**config.mk**
```make
export PLATFORM = sky130hd
export DESIGN_NAME = string_packer
export DESIGN_NICKNAME = d
export VERILOG_FILES = /design/src/rtl/string_packer.sv
export SDC_FILE = /design/constraint.sdc
export NUM_CORES = 1
export LEC_CHECK = 0
export ABC_AREA = 1
export CAP_MARGIN = 0
export CORE_UTILIZATION = 43
export DETAILED_ROUTE_END_ITERATION = 8
export GPL_TIMING_DRIVEN = 0
export PLACE_DENSITY_LB_ADDON = 0.25
export SKIP_LAST_GASP = 1
export SLEW_MARGIN = 20
export SYNTH_ARGS = -nofsm -noshare
export SYNTH_HDL_FRONTEND = slang
export SYNTH_SLANG_ARGS = --single-unit
export TNS_END_PERCENT = 10
```
**constraint.sdc**
```tcl
create_clock -name clk -period 1.25 [get_ports clk]
set_input_delay 0.25 -clock clk [delete_from_list [all_inputs] [get_ports clk]]
set_output_delay 0.25 -clock clk [all_outputs]
set_load 0.02 [all_outputs]
```
**src/rtl/string_packer.sv**
```systemverilog
// Byte-stream to packed null-terminated string word builder.
// Characters fill lanes LSB-first; a completed word is held until downstream accepts it.

module string_packer_lane (
    input  logic       clk,
    input  logic       reset,
    input  logic       clr,
    input  logic       we,
    input  logic [7:0] d,
    output logic [7:0] q
);
    always_ff @(posedge clk) begin
        if (reset || clr)
            q <= 8'h00;
        else if (we)
            q <= d;
    end
endmodule

module string_packer #(
    parameter int BYTES = 8,
    parameter int LEN_W = 4
) (
    input  logic                 clk,
    input  logic                 reset,
    input  logic                 in_valid,
    output logic                 in_ready,
    input  logic [7:0]           in_char,
    input  logic                 flush,
    output logic                 out_valid,
    input  logic                 out_ready,
    output logic [8*BYTES-1:0]   out_string,
    output logic [LEN_W-1:0]     out_length
);
    typedef enum logic {FILL, EMIT} state_t;

    state_t                 state, state_nxt;
    logic [LEN_W-1:0]       count, count_nxt, count_inc, len_nxt;
    logic                   accept, is_null, last, drain;
    logic [BYTES-1:0]       lane_we;
    logic [BYTES-1:0][7:0]  lanes;

    assign accept    = in_valid & in_ready;
    assign is_null   = (in_char == 8'h00);
    assign count_inc = count + LEN_W'(1);
    assign last      = (count_inc == LEN_W'(BYTES));
    assign drain     = (state == EMIT) & out_ready;

    always_ff @(posedge clk) begin
        if (reset)
            state <= FILL;
        else
            state <= state_nxt;
    end

    // A char accepted alongside flush is stored before the word closes.
    always_comb begin
        state_nxt = state;
        case (state)
            FILL: if ((accept && (is_null || last)) || flush) state_nxt = EMIT;
            EMIT: if (out_ready) state_nxt = FILL;
            default: state_nxt = FILL;
        endcase
    end

    always_comb begin
        in_ready  = (state == FILL);
        out_valid = (state == EMIT);
    end

    always_comb begin
        count_nxt = count;
        len_nxt   = out_length;
        if (drain) begin
            count_nxt = '0;
            len_nxt   = '0;
        end else if (state == FILL) begin
            if (accept && !is_null)
                count_nxt = count_inc;
            if (accept && is_null)
                len_nxt = count;
            else if (accept && (last || flush))
                len_nxt = count_inc;
            else if (flush)
                len_nxt = count;
        end
    end

    always_ff @(posedge clk) begin
        if (reset) begin
            count      <= '0;
            out_length <= '0;
        end else begin
            count      <= count_nxt;
            out_length <= len_nxt;
        end
    end

    // Null bytes are never written, so unused lanes stay cleared.
    for (genvar k = 0; k < BYTES; k++) begin : g_lane
        assign lane_we[k] = accept & ~is_null & (count == LEN_W'(k));
        string_packer_lane u_lane (
            .clk   (clk),
            .reset (reset),
            .clr   (drain),
            .we    (lane_we[k]),
            .d     (in_char),
            .q     (lanes[k])
        );
    end

    assign out_string = lanes;
endmodule
```
==> results.md <==
* Gpl congestion at approximately 0.94
* Share of cells above drive strength 1 at 0.2575
* Bufs on Longest Clock Path at 2
* Most common cell after layout, fill and taps aside: nand2_1
* Post-route antenna net violation count at 0
* HPWL after DPL at between 5 and 6 mm
* Critical Path AT at around 1.6 ns
* Worst Tran Pin Value at roughly 0.55 ns
* Total Neg Setup Slack at -2.576 ns
* Total Routed Length at 9.148 mm
* Finish-stage setup viols at 110
* Critical path required time at between 1.5 and 2 ns
* # DRC at 0
* CP max FO at 10
* Mean post-synth cell area at 7.879 um2
* Crit. End Element: flip-flop
* Status: complete, but fails checks
* Die height at 86.97 um
* DIE WIDTH at 86.97 um
* Register area share after synthesis at 0.4708
* Synthesized area at approximately 3100 um2
* Total grt overflow at 0
* Area delta synth->final at 43.33%
* Max-slew headroom at 0.6319
* Clock root cell: clkbuf_8
* Area of the die at 7563 um2
* Row count at 30
* Failing checks: setup timing
* Commonest non-fill, non-tap cells in the layout: nand2_1 (84), dfxtp_1 (69), a21oi_1 (65)
* Fin. max-slew vios at 0
* Non-Filler Instances at 593
* Synth area leader: dfxtp_1
* Pleak at 1.891 nW
* Max Freq at 0.7507 GHz
* Antenna violations before repair at 0
* Clock Sink Count at 73
* Crit path launch type: flip-flop
* Max Cap Viol at 0
* RSZ-0062 raised after global routing: true
* CTS Buf Count at 9
* Largest cells by area after synthesis: dfxtp_1 (47%), a21oi_1 (12%), nand3_1 (11%)
* Core Area at 6869 um2
* Final hold slack at 0.1876 ns
* Ys Warns at 0
* Top-Level Pins at 83
* Starting Density at 0.4519
* GRT Overall Usage at 0.2477
* Initial DRC Count at 202
* Skew-Pair Late Insertion Delay at 0.35 ns
* Hold Fails Final Rpt at 0
* Vias at 3128
* Tightest Hold Check Type: input pin to flip-flop
* Clock skew at around 0.01 ns
* DRT Pass-1 Iters at 4
* Tcrit/Tclk final at 1.066
* First-pass GRT wire length at approximately 14 mm
* TritonCTS clock tree: built
* Post-synth top area share at 0.4708
* # diodes at 0
* Peak supply drop at 0.6897 mV
* Cell variety after synth at 24
* H-tree levels at 3
* Nets at 510
* Wirelength per Cell at around 15 um
* Post-synth net total at 411
* Synthesized flop and latch total at 73
* Mapped Cells at ~390
* Pin count of the biggest net entering global routing at 13
* Vias in the first global route at 2885
* Port Buffers at 74
* Vias/cell at 5.275
* Worst-path clk slew at around 0.08 ns
* Placed insts at 564
* Final setup margin at -0.08203 ns
* Power Dens Cells at 1134 nW/um2
* CP Class: flip-flop to flip-flop
* Final period demand of the worst path at 1.332 ns
## final timing paths
path,from,to,slack [ns],cells past startpoint
setup / recovery,out_valid$_SDFF_PP0_,g_lane[3].u_lane.q[4]$_SDFFE_PP0P_,-0.08,7
hold / removal,in_char[5],g_lane[5].u_lane.q[5]$_SDFFE_PP0P_,0.19,3
setup reg to reg,out_valid$_SDFF_PP0_,g_lane[3].u_lane.q[4]$_SDFFE_PP0P_,-0.08,7
hold reg to reg,g_lane[1].u_lane.q[3]$_SDFFE_PP0P_,g_lane[1].u_lane.q[3]$_SDFFE_PP0P_,0.46,2
## sequential cells by signal (all words and copies together), names as in the netlist
| name | flops |
|---|---|
| count | 4 |
| out_valid | 1 |
| g_lane.u_lane.q | 64 |
| out_length | 4 |
## cell type report
| cell class | instances | area, um2 |
|---|---|---|
| plain buffers | 23 | 201.4 |
| clock buffers | 10 | 137.6 |
| clock inverters | 5 | 31.28 |
| fillers | 643 | 2420 |
| inverters | 23 | 96.34 |
| multi-input cells | 282 | 1607 |
| flip-flops and latches | 73 | 1476 |
| well taps | 96 | 120.1 |
| repair buffers | 81 | 779.5 |
## metal layers
layer | vias to the layer above | routed length (um) | GRT usage | part of all wire
li1 | 1515 | - | - | -
met4 | 0 | 138 | 0.09545 | 0.015
met5 | - | 0 | 0 | 0
met2 | 128 | 4492 | 0.4145 | 0.49
met3 | 18 | 639 | 0.03981 | 0.070
met1 | 1467 | 3878 | 0.3201 | 0.42
## critical path, cell delays in order (launching register included)
cell     delay, ns
dfxtp_4       0.37
inv_4         0.08
nand2_4       0.08
nor2_8        0.20
buf_12        0.17
buf_6         0.14
nand3_1       0.08
a21oi_1       0.15
## per-stage QoR
stage               cell area [um2]  utilization  worst slack [ns]  power, W
finish                         4449       0.6477          -0.08203  0.005043
CTS                            4328       0.6301          -0.04697  0.004983
floorplan                      3141            -          -0.04746  0.003018
global placement               4001       0.5825           -0.5705  0.003270
detailed placement             4001       0.5825           -0.6240  0.003282
global route                   4449       0.6477           -0.1565  0.005240
## timing repair
action                     4_1_cts  5_1_grt
pin swaps                       12       17
setup endpoints to repair      140      129
buffers inserted                 3        2
hold buffers                     0        0
cloned                           8        1
resized for setup              134       33
## where the power goes
group | switching [W] | leakage [nW] | internal (W) | total, W
sequential | 0.0000538 | 0.593 | 0.00239 | 0.00245
combinational | 0.000620 | 1.21 | 0.000342 | 0.000962
clock | 0.000877 | 0.0883 | 0.000759 | 0.00164
## cell usage after synthesis, drive strengths merged
cell,count
clkbuf,7
a211oi,1
nor2,19
a21oi,73
nand4,1
o21ai,3
ha,4
dfxtp,73
nand2,101
inv,23
nand3,72
buf,16
and2,1
## cell families (layout without fill, tap and decap cells)
group,after synthesis,after routing,synth area share
buf+inv,46,142,0.08182
flops,73,73,0.4708
fa+ha+maj,4,4,0.01612
compound gates,77,77,0.1262
simple gates,194,201,0.3051
(Power assumes the default switching activity.)
==> variant 1: new RTL, same settings <==
`BYTES`: 8 -> 10.
--- a/src/rtl/string_packer.sv
+++ b/src/rtl/string_packer.sv
@@ -20,3 +20,3 @@
 module string_packer #(
-    parameter int BYTES = 8,
+    parameter int BYTES = 10,
     parameter int LEN_W = 4
Ports: changed (resized out_string); port bits go from 83 to 99. The function was not compared with the original's and may differ.
==> variant 1 against the original RTL <==
- the flow still finishes with violations (negative setup slack)
- routed wire length rose by 28%
- design area rose by 22%
- sequential cell count rose by 16
- combinational power rose by 23%
- setup slack got worse by 190 ps
- power rose by 23%
- count of clock-buffer cells in the layout did not move
- via count rose by 25%
- synthesized area rose by 15%
- critical endpoint is now g_lane[1].u_lane.q[7]$_SDFFE_PP0P_
- highest routed layer unchanged
==> variant 1: results (changes against the original RTL) <==
* Status: finished, violations left
* Failing checks: negative setup slack
* First-pass GRT wire length at 17.30 mm (+21%)
* Clk_skew at 8.777 ps (-1.370 ps)
* Layout cells sized above 1 at 23.26% (-2.5 points)
* Synth cell types at 20 (-17%)
* R2r endpoint: g_lane[1].u_lane.q[7]$_SDFFE_PP0P_
* Final WS setup at -267.3 ps (-185.3 ps)
* Hold Path Depth at 2 (-1)
* Critical path class: primary input to register
* # setup viols final at 174 (+58%)
* Synth Area in Compound Gates at 13.18% (+0.57 points)
* Drt initial violations at 191 (-5.4%)
* Worst hold path type: register to register
* Avg Vias per Cell at 5.555 (+5.3%)
* Register area share after synthesis at 50.05% (+3.0 points)
* Tot GR Track Use at 25.74% (+0.97 points)
* Setup slack, reg-to-reg at -250 ps (-170 ps)
* Gp weighted congestion at 0.8216 (-12%)
* Worst hold slack at 460.5 ps (+272.8 ps)
* Synth cell count leaders: nand2_1, a21oi_1, dfxtp_1, nand3_1, inv_1
* R2R depth at 8 (+1)
* Top cells by area, synth: dfxtp_1, a21oi_1, nand3_1
* Syn nets at 479 (+17%)
* DRT Wirelength at 11.70 mm (+28%)
* Largest net degree at the start of global routing at 16 (+3)
variant 1: cell types whose count changed after synthesis, moves of 9 or more:
cell     unedited run  this run
a21oi_1            72        89
nand2_2             2        11
nand2_4             9         0
dfxtp_1            73        89
nand2_1            90       107
nand3_1            71        84
variant 1: metal layers:
metal  wire length, um  track usage, %
met3               870           5.041
met5                 0               0
met1              4862           33.62
met4               329           10.64
met2              5639           41.54
variant 1: power by group:
part / internal, mW / switching [mW] / leakage [nW] / total (mW)
logic: 0.446 / 0.738 / 1.48 / 1.18
clock network: 0.983 / 1.06 / 0.103 / 2.05
registers: 2.91 / 0.0611 / 0.722 / 2.97
total: 4.34 / 1.86 / 2.30 / 6.20
variant 1: logic make-up after synthesis:
group	count (synthesis)
simple gates	228
buf+inv	46
flops	89
fa+ha+maj	5
compound gates	93
variant 1: timing repair:
action	in CTS	in global routing
cloned	3	1
setup buffers	17	6
pin swaps	17	19
gates resized for setup	122	56
endpoints found under the setup margin	175	175
variant 1: worst min-delay path by stage:
stage,end,startpoint
6_report,g_lane[2].u_lane.q[0]$_SDFFE_PP0P_,g_lane[2].u_lane.q[0]$_SDFFE_PP0P_
5_1_grt,g_lane[2].u_lane.q[5]$_SDFFE_PP0P_,g_lane[2].u_lane.q[5]$_SDFFE_PP0P_
3_5_place_dp,g_lane[8].u_lane.q[6]$_SDFFE_PP0P_,g_lane[8].u_lane.q[6]$_SDFFE_PP0P_
4_1_cts,g_lane[8].u_lane.q[6]$_SDFFE_PP0P_,g_lane[8].u_lane.q[6]$_SDFFE_PP0P_
3_3_place_gp,g_lane[7].u_lane.q[4]$_SDFFE_PP0P_,g_lane[7].u_lane.q[4]$_SDFFE_PP0P_
2_1_floorplan,out_length[3]$_SDFFE_PP0P_,flush
variant 1: critical path, stage by stage:
cell,delay [ps]
clkdlybuf4s50_1,500
nor2_1,50
nand2_1,70
nor2_2,60
nor2_4,100
buf_12,130
clkbuf_16,150
buf_6,140
nand3_1,90
a21oi_1,240
variant 1: layout make-up:
| cell class | instances | share of cell area [%] |
|---|---|---|
| buffer | 27 | 3.306 |
| clock buffer | 10 | 2.543 |
| clock inverter | 6 | 1.225 |
| inverter | 19 | 1.618 |
| multi-input combinational | 329 | 34.03 |
| sequential | 89 | 33.10 |
| tap | 102 | 2.358 |
| timing repair buffer | 122 | 21.82 |
variant 1: per-stage QoR:
stage | cells | setup WS, ps | utilization, %
final | 704 | -267.3 | 68.97
after global routing | 704 | -318.8 | 68.97
after CTS | 697 | -137.7 | 65.32
after detailed placement | 661 | -805.3 | 60.09
after global placement | 661 | -759.9 | 60.09
after floorplan | 461 | -50.89 | -
==> variant 2: new RTL, config.mk and constraints unchanged <==
Without the edit above. Reset style: asynchronous (`reset`), changed in 2 clocked blocks.
--- a/src/rtl/string_packer.sv
+++ b/src/rtl/string_packer.sv
@@ -48,3 +48,3 @@
 
-    always_ff @(posedge clk) begin
+    always_ff @(posedge clk or posedge reset) begin
         if (reset)
@@ -88,3 +88,3 @@
 
-    always_ff @(posedge clk) begin
+    always_ff @(posedge clk or posedge reset) begin
         if (reset) begin
Check against the original RTL: differs if reset is asserted again (counterexample within 4 cycles, from zero or initial values and one cycle with reset high); with reset held inactive, the same outputs for 10 cycles.
==> variant 2 against the original RTL <==
- the flow still finishes with violations (negative setup slack)
- routed wire length increased by 5.1%
- setup slack got worse by 110 ps
- synthesized area is 8.4% higher
- design area grew 8.2%
- first-iteration DRC count is 26% lower
- maximum frequency shrank 7.9%
- non-clock buffer count is 9 higher
- sequential cell count unchanged
- critical endpoint is now g_lane[0].u_lane.q[3]$_SDFFE_PP0P_
- largest cell class unchanged
- via count fell by 0.77%
Power is not compared: it rests on default switching activity, and its combinational part moved more than twofold at a synthesized area within 25%.
==> variant 2: results (changes against the original RTL) <==
* Maximum VDD drop at 0.001003 V
* Drt initial violations at 150 (-26%)
* CP max FO at 9 (-1)
* Number of diodes at 0 (unchanged)
* DRT Wirelength at 9.613 mm (+5.1%)
* Worst skew pair latency at 350 ps (about the same)
* CP delay by family, top: flip-flops
* Worst Tran Pin Value at 306.0 ps (-246.1 ps)
* Failing checks: negative setup slack
* Worst Min Path Start: in_char[2]
* Top cells by area, synth: dfxtp_1, a21oi_2, nand3_1
* Initial antenna violation count at 0 (unchanged)
* H-Tree Depth at 3 (unchanged)
* Vias in the first global route at 2982 (+3.4%)
* First-pass DRT Iterations at 4 (unchanged)
* Synth warn at 0 (unchanged)
* Tot GR Track Use at 23.27% (-1.5 points)
* Synth cell types at 25 (+4.2%)
* Crit-path slowest cell: dfrtp_2
* First-pass GRT wire length at 15.03 mm (+5.1%)
* Worst hold path type: primary input to register
* Status: finished, violations left
* CTS Buffer Depth at 2 (unchanged)
* EDFF count, synth at 0 (unchanged)
* Synth cell count leaders: nand3_1, nand2_1, dfxtp_1, a21oi_2, nand2_2
* Layout cells sized above 1 at 40.20% (+14 points)
* Syn nets at 402 (-2.2%)
* CTS Buf Count at 9 (unchanged)
* Top reg by flops: g_lane.u_lane.q
* TNS Setup at -13220 ps (-10640 ps)
* Nets at 507 (-0.59%)
* Largest net degree at the start of global routing at 14 (+1)
* Avg Vias per Cell at 5.226 (-0.93%)
* Root Buffer: clkbuf_8
* Synth async-reset ratio at 12.33% (+12 points)
* Register area share after synthesis at 44.78% (-2.3 points)
* Clk slew on worst S/H paths at 90 ps
* Crit path largest cell delay at 470 ps (+100 ps)
* Lkg Pwr at 1.993 nW
* Hpwl dp at 6.072 mm (+6.2%)
* PortBufs at 74 (unchanged)
* Dpl ws at -715.8 ps (-91.76 ps)
* Top flop regs: g_lane.u_lane.q (64), count (4), out_length (4)
* # setup viols final at 139 (+26%)
* Dpl cell area at 4310 um2 (+7.7%)
* Gp weighted congestion at 0.8447 (-9.9%)
* Top_reg_cell synth: dfxtp_1
* Worst Setup SP: count[1]$_DFFE_PP0P_
* Final WS setup at -196.2 ps (-114.2 ps)
* Clk_skew at 5.883 ps (-4.264 ps)
-- variant 2: what timing repair did --
item	CTS	global route
pin swaps	15	10
hold buffers	0	0
cloned	3	1
buffers inserted	12	4
gates resized for setup	110	14
setup endpoints to repair	142	141
-- variant 2: final cells by class --
class	instances	area, um2
clock inverters	6	113.9
clock buffers	10	127.6
well taps	99	123.9
repair inverters	1	7.507
multi-input cells	277	1834
flip-flops and latches	73	1511
inverters	15	65.06
plain buffers	22	165.2
repair buffers	91	863.3
fillers	631	2596
-- variant 2: tightest hold or removal path, delay by kind of cell --
kind | cells | cell delay, ps
AO/OA/AOI/OAI | 1 | 50
AND/OR/NAND/NOR | 1 | 100
buffers and inverters | 1 | 130
-- variant 2: kinds of logic after synthesis --
family | after synthesis | share of synthesized area (%)
and+or+nand+nor | 200 | 31.65
DFF | 73 | 44.78
buffers and inverters | 37 | 5.578
AOI/OAI and AO/OA | 71 | 16.51
adders and majority gates | 4 | 1.488
-- variant 2: routing by layer --
| layer | part of all wire [%] | routed length [um] | GRT usage (%) | vias up |
|---|---|---|---|---|
| met3 | 6.6 | 639 | 4.714 | 14 |
| met4 | 1.4 | 131 | 7.124 | 0 |
| met2 | 49 | 4745 | 38.55 | 126 |
| met1 | 43 | 4096 | 30.46 | 1471 |
| li1 | - | - | - | 1493 |
| met5 | 0 | 0 | 0 | - |
-- variant 2: final timing paths --
check / to / slack (ps) / depth (start not counted)
max: g_lane[0].u_lane.q[3]$_SDFFE_PP0P_ / -200 / 7
min: g_lane[3].u_lane.q[2]$_SDFFE_PP0P_ / 220 / 3
max reg2reg: g_lane[0].u_lane.q[3]$_SDFFE_PP0P_ / -200 / 7
min reg2reg: g_lane[5].u_lane.q[0]$_SDFFE_PP0P_ / 460 / 2
max in group asynchronous: out_valid$_DFF_PP0_ / 830 / 3
min in group asynchronous: count[1]$_DFFE_PP0P_ / 270 / 3
-- variant 2: where the power goes --
| group | switching, mW | total (mW) | internal (mW) |
|---|---|---|---|
| sequential | 0.213 | 2.74 | 2.53 |
| combinational | 2.11 | 3.40 | 1.29 |
| clock | 0.947 | 2.29 | 1.34 |
-- variant 2: per-stage QoR --
stage,cells,hold slack (ps)
floorplan,385,86.05
global placement,558,449.3
detailed placement,558,457.1
CTS,589,203.4
global route,594,226.0
finish,594,220.2
